[config.mk]
export PLATFORM = sky130hd
export DESIGN_NAME = lift_row_seq
export DESIGN_NICKNAME = d
export VERILOG_FILES = /design/src/rtl/lift_row_seq.sv
export SDC_FILE = /design/constraint.sdc
export NUM_CORES = 1
export LEC_CHECK = 0
export CAP_MARGIN = 20
export CORE_ASPECT_RATIO = 0.75
export CORE_MARGIN = 2
export CORE_UTILIZATION = 40
export DETAILED_ROUTE_END_ITERATION = 8
export GPL_ROUTABILITY_DRIVEN = 1
export PLACE_DENSITY = 0.77
export SLEW_MARGIN = 5
export SYNTH_ARGS = -nofsm -noshare
export SYNTH_HDL_FRONTEND = slang
export SYNTH_SLANG_ARGS = --single-unit
[constraint.sdc]
create_clock -name clk_i -period 2 [get_ports clk_i]
set_input_delay 0.4 -clock clk_i [delete_from_list [all_inputs] [get_ports clk_i]]
set_output_delay 0.4 -clock clk_i [all_outputs]
set_load 0.01 [all_outputs]
[src/rtl/lift_row_seq.sv]
// Sequences one lift_step over a RAM row; LIFT_SAT_EN selects saturating write-back, else 8-bit truncation.
// Latency: ROW_LEN*(7+L)+2 cycles from start_i to done_o, where L is the ISSUE-to-lift_update_i delay.
// Backpressure: WAIT holds without timeout until lift_update_i; start_i is ignored while busy.
`timescale 1ns/1ps
module lift_row_seq #(
  parameter int ROW_LEN = 8,
  parameter int AW      = 3
) (
  input  logic              clk_i,
  input  logic              rst_i,
  input  logic              start_i,
  input  logic              inverse_i,
  output logic              busy_o,
  output logic              done_o,
  output logic [AW-1:0]     mem_addr_o,
  output logic              mem_rd_o,
  input  logic [7:0]        mem_rdata_i,
  output logic              mem_we_o,
  output logic [7:0]        mem_wdata_o,
  output logic [2:0]        lift_flags_o,
  output logic              lift_update_o,
  output logic [7:0]        lift_left_o,
  output logic [7:0]        lift_sam_o,
  output logic [7:0]        lift_right_o,
  input  logic signed [8:0] lift_res_i,
  input  logic              lift_update_i
);

  typedef enum logic [3:0] {
    S_IDLE, S_RD_L, S_RD_S, S_RD_R, S_CAP, S_ISSUE, S_WAIT, S_WRITE, S_NEXT, S_DONE
  } state_t;

  localparam logic [AW-1:0] LAST_ODD  = AW'(ROW_LEN - 1);
  localparam logic [AW-1:0] LAST_EVEN = AW'(ROW_LEN - 2);

  state_t                state_q, state_d;
  logic [AW-1:0]         idx_q;
  logic                  pass_q;
  logic                  inv_q;
  logic [7:0]            left_q, sam_q, right_q;
  logic signed [8:0]     res_q;

  logic                  predict;
  logic                  last_in_pass;
  logic [AW-1:0]         left_idx, right_idx;
  logic [7:0]            wb_data;

  // Forward runs predict first; inverse runs update first.
  assign predict      = inv_q ? pass_q : ~pass_q;
  assign last_in_pass = predict ? (idx_q == LAST_ODD) : (idx_q == LAST_EVEN);
  assign left_idx     = (idx_q == '0) ? AW'(1) : idx_q - AW'(1);
  assign right_idx    = (idx_q == LAST_ODD) ? LAST_EVEN : idx_q + AW'(1);

`ifdef LIFT_SAT_EN
  // A predict result is sam minus a non-negative term, so bit 8 set means negative.
  // An update result is sam plus a non-negative term, so bit 8 set means above 255.
  assign wb_data = res_q[8] ? (predict ? 8'd0 : 8'd255) : res_q[7:0];
`else
  logic unused_res_msb;
  assign unused_res_msb = res_q[8];
  assign wb_data        = res_q[7:0];
`endif

  assign lift_left_o  = left_q;
  assign lift_sam_o   = sam_q;
  assign lift_right_o = right_q;
  assign lift_flags_o = (state_q == S_IDLE || state_q == S_DONE) ? 3'b000
                                                                 : {1'b1, ~inv_q, predict};

  always_ff @(posedge clk_i) begin
    if (rst_i) begin
      state_q <= S_IDLE;
    end else begin
      state_q <= state_d;
    end
  end

  always_ff @(posedge clk_i) begin
    if (rst_i) begin
      idx_q   <= '0;
      pass_q  <= 1'b0;
      inv_q   <= 1'b0;
      left_q  <= 8'd0;
      sam_q   <= 8'd0;
      right_q <= 8'd0;
      res_q   <= '0;
    end else begin
      case (state_q)
        S_IDLE: begin
          if (start_i) begin
            inv_q  <= inverse_i;
            pass_q <= 1'b0;
            idx_q  <= inverse_i ? '0 : AW'(1);
          end
        end
        S_RD_S:  left_q  <= mem_rdata_i;
        S_RD_R:  sam_q   <= mem_rdata_i;
        S_CAP:   right_q <= mem_rdata_i;
        S_WAIT: begin
          if (lift_update_i) res_q <= lift_res_i;
        end
        S_NEXT: begin
          if (!last_in_pass) begin
            idx_q <= idx_q + AW'(2);
          end else if (!pass_q) begin
            pass_q <= 1'b1;
            idx_q  <= predict ? '0 : AW'(1);
          end
        end
        default: ;
      endcase
    end
  end

  always_comb begin
    state_d       = state_q;
    busy_o        = 1'b1;
    done_o        = 1'b0;
    mem_addr_o    = '0;
    mem_rd_o      = 1'b0;
    mem_we_o      = 1'b0;
    mem_wdata_o   = 8'd0;
    lift_update_o = 1'b0;
    case (state_q)
      S_IDLE: begin
        busy_o = 1'b0;
        if (start_i) state_d = S_RD_L;
      end
      S_RD_L: begin
        mem_rd_o   = 1'b1;
        mem_addr_o = left_idx;
        state_d    = S_RD_S;
      end
      S_RD_S: begin
        mem_rd_o   = 1'b1;
        mem_addr_o = idx_q;
        state_d    = S_RD_R;
      end
      S_RD_R: begin
        mem_rd_o   = 1'b1;
        mem_addr_o = right_idx;
        state_d    = S_CAP;
      end
      S_CAP:   state_d = S_ISSUE;
      S_ISSUE: begin
        lift_update_o = 1'b1;
        state_d       = S_WAIT;
      end
      S_WAIT: begin
        if (lift_update_i) state_d = S_WRITE;
      end
      S_WRITE: begin
        mem_we_o    = 1'b1;
        mem_addr_o  = idx_q;
        mem_wdata_o = wb_data;
        state_d     = S_NEXT;
      end
      S_NEXT: begin
        if (!last_in_pass || !pass_q) state_d = S_RD_L;
        else                          state_d = S_DONE;
      end
      S_DONE: begin
        busy_o  = 1'b0;
        done_o  = 1'b1;
        state_d = S_IDLE;
      end
      default: begin
        busy_o  = 1'b0;
        state_d = S_IDLE;
      end
    endcase
  end

endmodule

# Word-level counts from Yosys, hierarchy flattened
# Index checks and enable logic that the tools add are counted.
[word_totals]
memories = 0
elab_cells = 68
inputBits = 22
regBits = 41
output_inout_bits = 43
mem_bits_rw = 0
latchBits = 0
mem_bits_ro = 0
[classes]
n_lt_le_gt_ge = 0
addsub = 3
n_mux = 25
n_shift = 0
bitwise_logic = 2
multipliers = 0
n_reduce_logical = 15
n_div = 0
n_eq_ne = 15
[op_table]
columns = ["operator", "n"]
rows = [
  ["4-bit case mux with 9 select lines", 1],
  ["3-bit two-way mux", 6],
  ["4-bit by 3-bit equality test with 1-bit output (second input constant)", 4],
  ["4-bit two-way mux", 3],
  ["1-bit two-way mux", 11],
  ["3-bit case mux with 3 select lines", 1],
  ["4-bit by 2-bit equality test with 1-bit output (second input constant)", 2],
  ["4-bit equality test (second input constant)", 2],
  ["8-bit two-way mux", 1],
  ["8-bit OR reduction", 1],
  ["3-bit equality test (second input constant)", 2],
  ["2-bit != test (second input constant)", 3],
  ["3-bit case mux with 2 select lines", 1],
  ["2-bit AND reduction", 3],
  ["3-bit AND reduction", 2],
  ["4-bit by 1-bit equality test with 1-bit output (second input constant)", 1],
  ["4-bit logical NOT", 1],
  ["3-bit by 1-bit adder with 3-bit output (second input constant)", 1],
  ["3-bit by 2-bit adder with 3-bit output (second input constant)", 1],
  ["3-bit logical NOT", 1],
  ["3-bit != test (second input constant)", 1],
  ["3-bit OR reduction", 1],
  ["3-bit by 1-bit subtractor with 3-bit output (second input constant)", 1],
  ["1-bit logical NOT", 2],
  ["5 further kinds", 7],
]

# Depth between registers and ports, before layout
[logic_depth]
ltp_word = 7
ltp_mapped = 6
ltp_nobuf = 6

# Worst setup path after synthesis
# OpenSTA, ideal clock, no wires.
[synth_path]
kind = "reg2out"
from = "reg idx_q[1]"
to = "out mem_addr_o[1]"
path_buffers = 0
path_stages_with_launch = 6
t_arrival_ns = 1.265
path_slack_ns = 0.335
required_ns = 1.600
path_cell_list = "dfxtp_1 -> ha_1 -> nor3b_1 -> a21oi_1 -> a21o_1 -> a21oi_1"
[synth_between]
elab_chain_cells = 3
word_cells_on_any_way = 7
cone_classes = "add/sub: 2; eq/ne: 1; mux: 3; reduce/logical: 1"
[synth_rtl]
columns = ["item", "line", "source"]
rows = [
  ["start: declaration", "37", "logic [AW-1:0] idx_q;"],
  ["start signal: assignment", "93", "idx_q <= inverse_i ? '0 : AW'(1);"],
  ["start signal: assignment", "104", "idx_q <= idx_q + AW'(2);"],
  ["start signal: assignment", "107", "idx_q <= predict ? '0 : AW'(1);"],
  ["3-bit by 1-bit adder with 3-bit output, or another cell as far along", "52", "assign right_idx = (idx_q == LAST_ODD) ? LAST_EVEN : idx_q + AW'(1);"],
  ["3-bit two-way mux (on tied branches)", "52, 51", ""],
  ["3-bit case mux with 3 select lines (*)", "124", "case (state_q)"],
  ["end: declaration", "15", "output logic [AW-1:0] mem_addr_o,"],
]
# Mark *: on every way between the ends. The rest lies on a longest branch, timed or not.

# Final worst setup path
[layout_path]
from = "reg state_q[1]"
to = "out mem_wdata_o[5]"
[layout_between]
elab_chain_cells = 2
[layout_rtl]
columns = ["item", "line", "source"]
rows = [
  ["start: declaration", "36", "state_t state_q, state_d;"],
  ["start signal: assignment", "74", "state_q <= state_d;"],
  ["4-bit by 3-bit equality test with 1-bit output", "124", ""],
  ["8-bit two-way mux", "124", ""],
  ["end: declaration", "19", "output logic [7:0] mem_wdata_o,"],
]
# Every way passes these cells.

==> metrics <==
Worst-Skew Late Latency=0.30 ns; hold path cells=2; area of the multi-input gates=0.00110 sq mm; vias in the first global route=1915; Iter 0 DRT Violations=138; Antenna diodes=0; Longest Clk Path Bufs=2; DRC viols=0; worst slew pin tran=0.437 ns; Inst Count DP=377; YS warnings=0; Critical Path Stages=5; GRT overflow=0; Startpoint Class=flop; Synth Flop Type=dfxtp_1; number of synthesized register bits=41; Pleak=1.22 nW; crit path max fanout=9; vias per cell=5.09; Total GRT Usage=0.206; Mapped Nets=273; Vias=1987; pwr dens=840 mW/mm^2; Post-synth EDFFs=0; register area=838 sq um; pre-CTS setup slack=-0.155 ns; Worst Setup Path Type=reg -> out; Final setup viols=5; P&R area growth vs syn=53.8%; Worst Hold Class=reg -> reg; WL/cell=14.0 um; DIE WIDTH=84.2 um; Worst Path Arrival=1.64 ns; status=finished, violations left; Syn Inst Count=246; mapped cell area=0.00193 sq mm; first-pass GRT wire length=9030 um; CTS buffer count=5; CTS Sinks=41; worst path bufs/invs=2; die area=0.00540 sq mm; Synth top area share=0.425; CTS tree=yes; Reg2Reg Depth=7; fin nets=359; FILL cells=393; final period utilization=1.02; largest net degree at the start of global routing=27; initial antenna violation count=0; final setup TNS=-0.146 ns; non-filler instance count after layout=390; top cells by count, synth=nand2_1, dfxtp_1, a21oi_1; ys async rst share=0; count of cell types in the netlist=37; Boundary Pins=65; area leader, netlist=dfxtp_1; HPWL after DPL=3850 um; most common cell in the netlist=nand2_1; required time of the critical path=1.60 ns; crit-path max cell delay=0.41 ns; Max Clock Freq=491 MHz; worst setup margin=-0.0379 ns; clock slew at reported path FFs=0.08 ns; failing checks=setup timing; WL final=5440 um; H-tree Lvls=2; Final Util=0.653; Tot Pwr=2.49 mW; main area contributors after synthesis=dfxtp_1, nand2_1, a21oi_1; max cap viols=0; CP max-delay cell=dfxtp_4; Port Buf Inserts=63; antenna viol nets, final=0; post-route design area=0.00297 sq mm; post-synthesis sequential area ratio=0.425; crit-path cells=nand2_1 -> nor2_4 -> clkdlybuf4s15_2 -> and2_1 -> dlygate4sd2_1; drt first pass iters=4; initial cell density of the core=0.425; Worst Skew=0.0140 ns; die height=64.2 um; placed cell area=0.00276 sq mm; crit path time final=2.04 ns; Crit. End Element=primary output; Peak VDD IR=0.602 mV; setup repair after global routing missed its margin=yes; clock tree root buffer cell=clkbuf_8; mean area per synthesized cell=7.85 sq um; CP top delay family=buffers and inverters; core area=0.00455 sq mm; Final GP Congestion=0.865; fin. max-slew vios=0; final hold viol count=0; R2R Setup Slk=0.09 ns; Cell Rows=21; Slew HR=0.709; share of layout cells above drive strength 1=0.189; Hold WS=0.457 ns
[tightest hold or removal path, cell delays in order, from the launching register on]
cell and delay, ns:
dfxtp_1 0.31, nand2_1 0.05, a21oi_1 0.05
[logic make-up (layout without fill, tap and decap cells)]
| group | Yosys count | count (layout) | share of synthesized area |
|---|---|---|---|
| multiplexers | 11 | 11 | 0.0603 |
| AND/OR/NAND/NOR | 115 | 115 | 0.274 |
| XOR/XNOR | 4 | 4 | 0.0181 |
| buffers and inverters | 20 | 107 | 0.0402 |
| flip-flops | 41 | 41 | 0.425 |
| AO/OA/AOI/OAI | 50 | 50 | 0.150 |
| adder cells (fa/ha/maj) | 5 | 5 | 0.0324 |
[worst paths after layout]
path | endpoint | startpoint
worst max-delay path | mem_wdata_o[5] | state_q[1]$_SDFFE_PP0P_
worst min-delay path | lift_right_o[4]$_SDFFE_PP0P_ | lift_right_o[4]$_SDFFE_PP0P_
worst max register to register | idx_q[2]$_SDFFE_PP0P_ | idx_q[0]$_SDFFE_PP0P_
worst min register to register | lift_right_o[4]$_SDFFE_PP0P_ | lift_right_o[4]$_SDFFE_PP0P_
[routing by layer]
metal,up-vias,GRT usage,share of wire
li1,1001,-,-
met1,920,0.289,0.49
met2,59,0.311,0.43
met3,7,0.0491,0.066
met4,0,0.0665,0.011
met5,-,0,0
[sequential cells by signal, indices dropped and copies added (netlist names)]
signal	cells
lift_left_o	8
lift_right_o	8
lift_sam_o	8
res_q	8
state_q	4
idx_q	3
inv_q	1
pass_q	1
[cells in the final DEF, fill, tap and decap left out, types with 5 or more instances in the layout]
master	instances
nand2_1	54
clkdlybuf4s50_1	44
dfxtp_1	35
a21oi_1	29
buf_4	26
nor2_1	19
dlygate4sd2_1	11
and2_1	9
mux2i_1	9
nor3_1	7
nor2b_1	6
o21ai_0	6
inv_1	5
clkbuf_8	5
[cell type report]
class | instances | share of cell area
Timing Repair Buffer | 92 | 0.283
Inverter | 7 | 0.00885
Multi-Input combinational cell | 185 | 0.370
Clock buffer | 5 | 0.0232
Tap cell | 57 | 0.0240
Clock inverter | 3 | 0.00843
Sequential cell | 41 | 0.282
[what timing repair did]
item,CTS,global route
gates cloned,0,1
hold buffers,0,0
setup endpoints to repair,19,15
setup buffers,3,1
resized for setup,41,19
pin swaps,2,4
[where the power goes]
part | total [mW] | internal (mW) | switching, mW
Sequential | 0.978 | 0.898 | 0.0804
Clock | 0.555 | 0.252 | 0.304
Combinational | 0.960 | 0.486 | 0.474
Power figures use the tool's default switching activity.
==> patch: new RTL, same flow settings <==
Re-encode `state_t` (10 states) as one-hot, 10 bits wide.
--- a/src/rtl/lift_row_seq.sv
+++ b/src/rtl/lift_row_seq.sv
@@ -27,6 +27,6 @@
 );
 
-  typedef enum logic [3:0] {
-    S_IDLE, S_RD_L, S_RD_S, S_RD_R, S_CAP, S_ISSUE, S_WAIT, S_WRITE, S_NEXT, S_DONE
+  typedef enum logic [9:0] {
+    S_IDLE = 10'b0000000001, S_RD_L = 10'b0000000010, S_RD_S = 10'b0000000100, S_RD_R = 10'b0000001000, S_CAP = 10'b0000010000, S_ISSUE = 10'b0000100000, S_WAIT = 10'b0001000000, S_WRITE = 10'b0010000000, S_NEXT = 10'b0100000000, S_DONE = 10'b1000000000
   } state_t;
 
Check against the original RTL: no difference found for any inputs over 10 cycles, from zero or initial values and one cycle with rst_i high; not proved beyond that.
==> patch against the original RTL <==
- the run still ends with negative setup slack left
- cell area increased by 28%
- setup slack got worse by 0.29 ns
- critical endpoint is now mem_addr_o[1]
- fmax decreased by 13%
- largest cell class unchanged
- total power decreased by 16%
- routed wire length increased by 31%
- first-iteration DRC count increased by 60%
- synthesized area increased by 15%
- sequential cell count increased by 6
==> patch: results (changes against the original RTL) <==
.. list-table::
   :header-rows: 1

   * - Metric
     - Value
   * - Share of post-route cells with drive strength above 1
     - 0.384 (was 0.189)
   * - Post-Syn Nets
     - 276 (was 273)
   * - Post-cts resize count
     - 122 (was 41)
   * - Iteration-0 DRC count of the detailed router
     - 221 (was 138)
   * - Cell area after placement
     - 3340 µm² (was 2760 µm²)
   * - Final design utilization
     - 0.710 (was 0.653)
   * - Critical-path top delay cell
     - sky130_fd_sc_hd__or4_4 (was sky130_fd_sc_hd__dfxtp_4)
   * - Sequential cell area in the final layout
     - 956 µm² (was 838 µm²)
   * - Violations in the final reports
     - negative setup slack (unchanged)
   * - Status
     - finished, violations left (unchanged)
   * - Post-route insts no fill
     - 458 (was 390)
   * - Final setup violation count
     - 17 (was 5)
   * - Share of the yosys chip area belonging to registers
     - 0.424 (was 0.425)
   * - WP data arrival
     - 1.93 ns (was 1.64 ns)
   * - Non-clock buffering overhead
     - 0.328 (was 0.283)
   * - Crit-path max FO
     - 2 (was 9)
   * - Slowest Stage Delay on Critical Path
     - 0.53 ns (was 0.41 ns)
   * - Multi-input gate share of total cell area
     - 0.365 (was 0.370)
   * - Worst Slack Setup Final
     - -0.331 ns (was -0.0379 ns)
   * - Worst slack at placement
     - -0.409 ns (was -0.155 ns)
   * - Number of non-clock buffers in the layout
     - 139 (was 92)
   * - Wire per inst
     - 15.6 µm (was 14.0 µm)
   * - DP HPWL
     - 4630 µm (was 3850 µm)
   * - Vias in the first global route
     - 2,248 (was 1,915)
   * - Clock transition time at the flip-flop clock pins of the worst setup and hold paths
     - 0.10 ns (was 0.08 ns)
   * - Worst setup skew after layout
     - 0.00729 ns (was 0.0140 ns)
   * - Number of vias per cell after detailed routing
     - 5.21 (was 5.09)
==> patch: changes by cell type after synthesis, moves of 3 or more <==
cell                       delta
sky130_fd_sc_hd__nand4b_1     +3
sky130_fd_sc_hd__nor3_1       -6
sky130_fd_sc_hd__nor4b_1      +3
sky130_fd_sc_hd__nor4_1       +3
sky130_fd_sc_hd__mux2i_1     +19
sky130_fd_sc_hd__nand2b_1     -5
sky130_fd_sc_hd__dfxtp_1      +6
sky130_fd_sc_hd__a21oi_1     -18
sky130_fd_sc_hd__o21ai_0      -3
sky130_fd_sc_hd__nor2_1      +16
sky130_fd_sc_hd__nand2_1     -23
sky130_fd_sc_hd__nor2b_1      -4
==> patch: final timing paths <==
kind | slack, ns | start | cells past startpoint | to
max reg2reg | 0.05 | state_q[5]$_SDFFE_PP0P_ | 8 | idx_q[1]$_SDFFE_PP0P_
max | -0.33 | state_q[1]$_SDFFE_PP0P_ | 5 | mem_addr_o[1]
min reg2reg | 0.46 | lift_sam_o[3]$_SDFFE_PP0P_ | 2 | lift_sam_o[3]$_SDFFE_PP0P_
min | 0.46 | lift_sam_o[3]$_SDFFE_PP0P_ | 2 | lift_sam_o[3]$_SDFFE_PP0P_
==> patch: cell families (layout without fill, tap and decap cells) <==
group,after synthesis,in the layout,synth area share
compound gates,31,31,0.0964
fa+ha+maj,5,5,0.0282
flops,47,47,0.424
xor+xnor,4,4,0.0158
simple gates,113,113,0.265
mux,29,29,0.131
buf+inv,20,154,0.0395
==> patch: per-layer routing <==
| layer | GRT usage | vias up | share of wire |
|---|---|---|---|
| met5 | 0 | - | 0 |
| met1 | 0.283 | 1144 | 0.45 |
| met4 | 0.0538 | 0 | 0.013 |
| met2 | 0.390 | 89 | 0.48 |
| li1 | - | 1140 | - |
| met3 | 0.0543 | 12 | 0.055 |
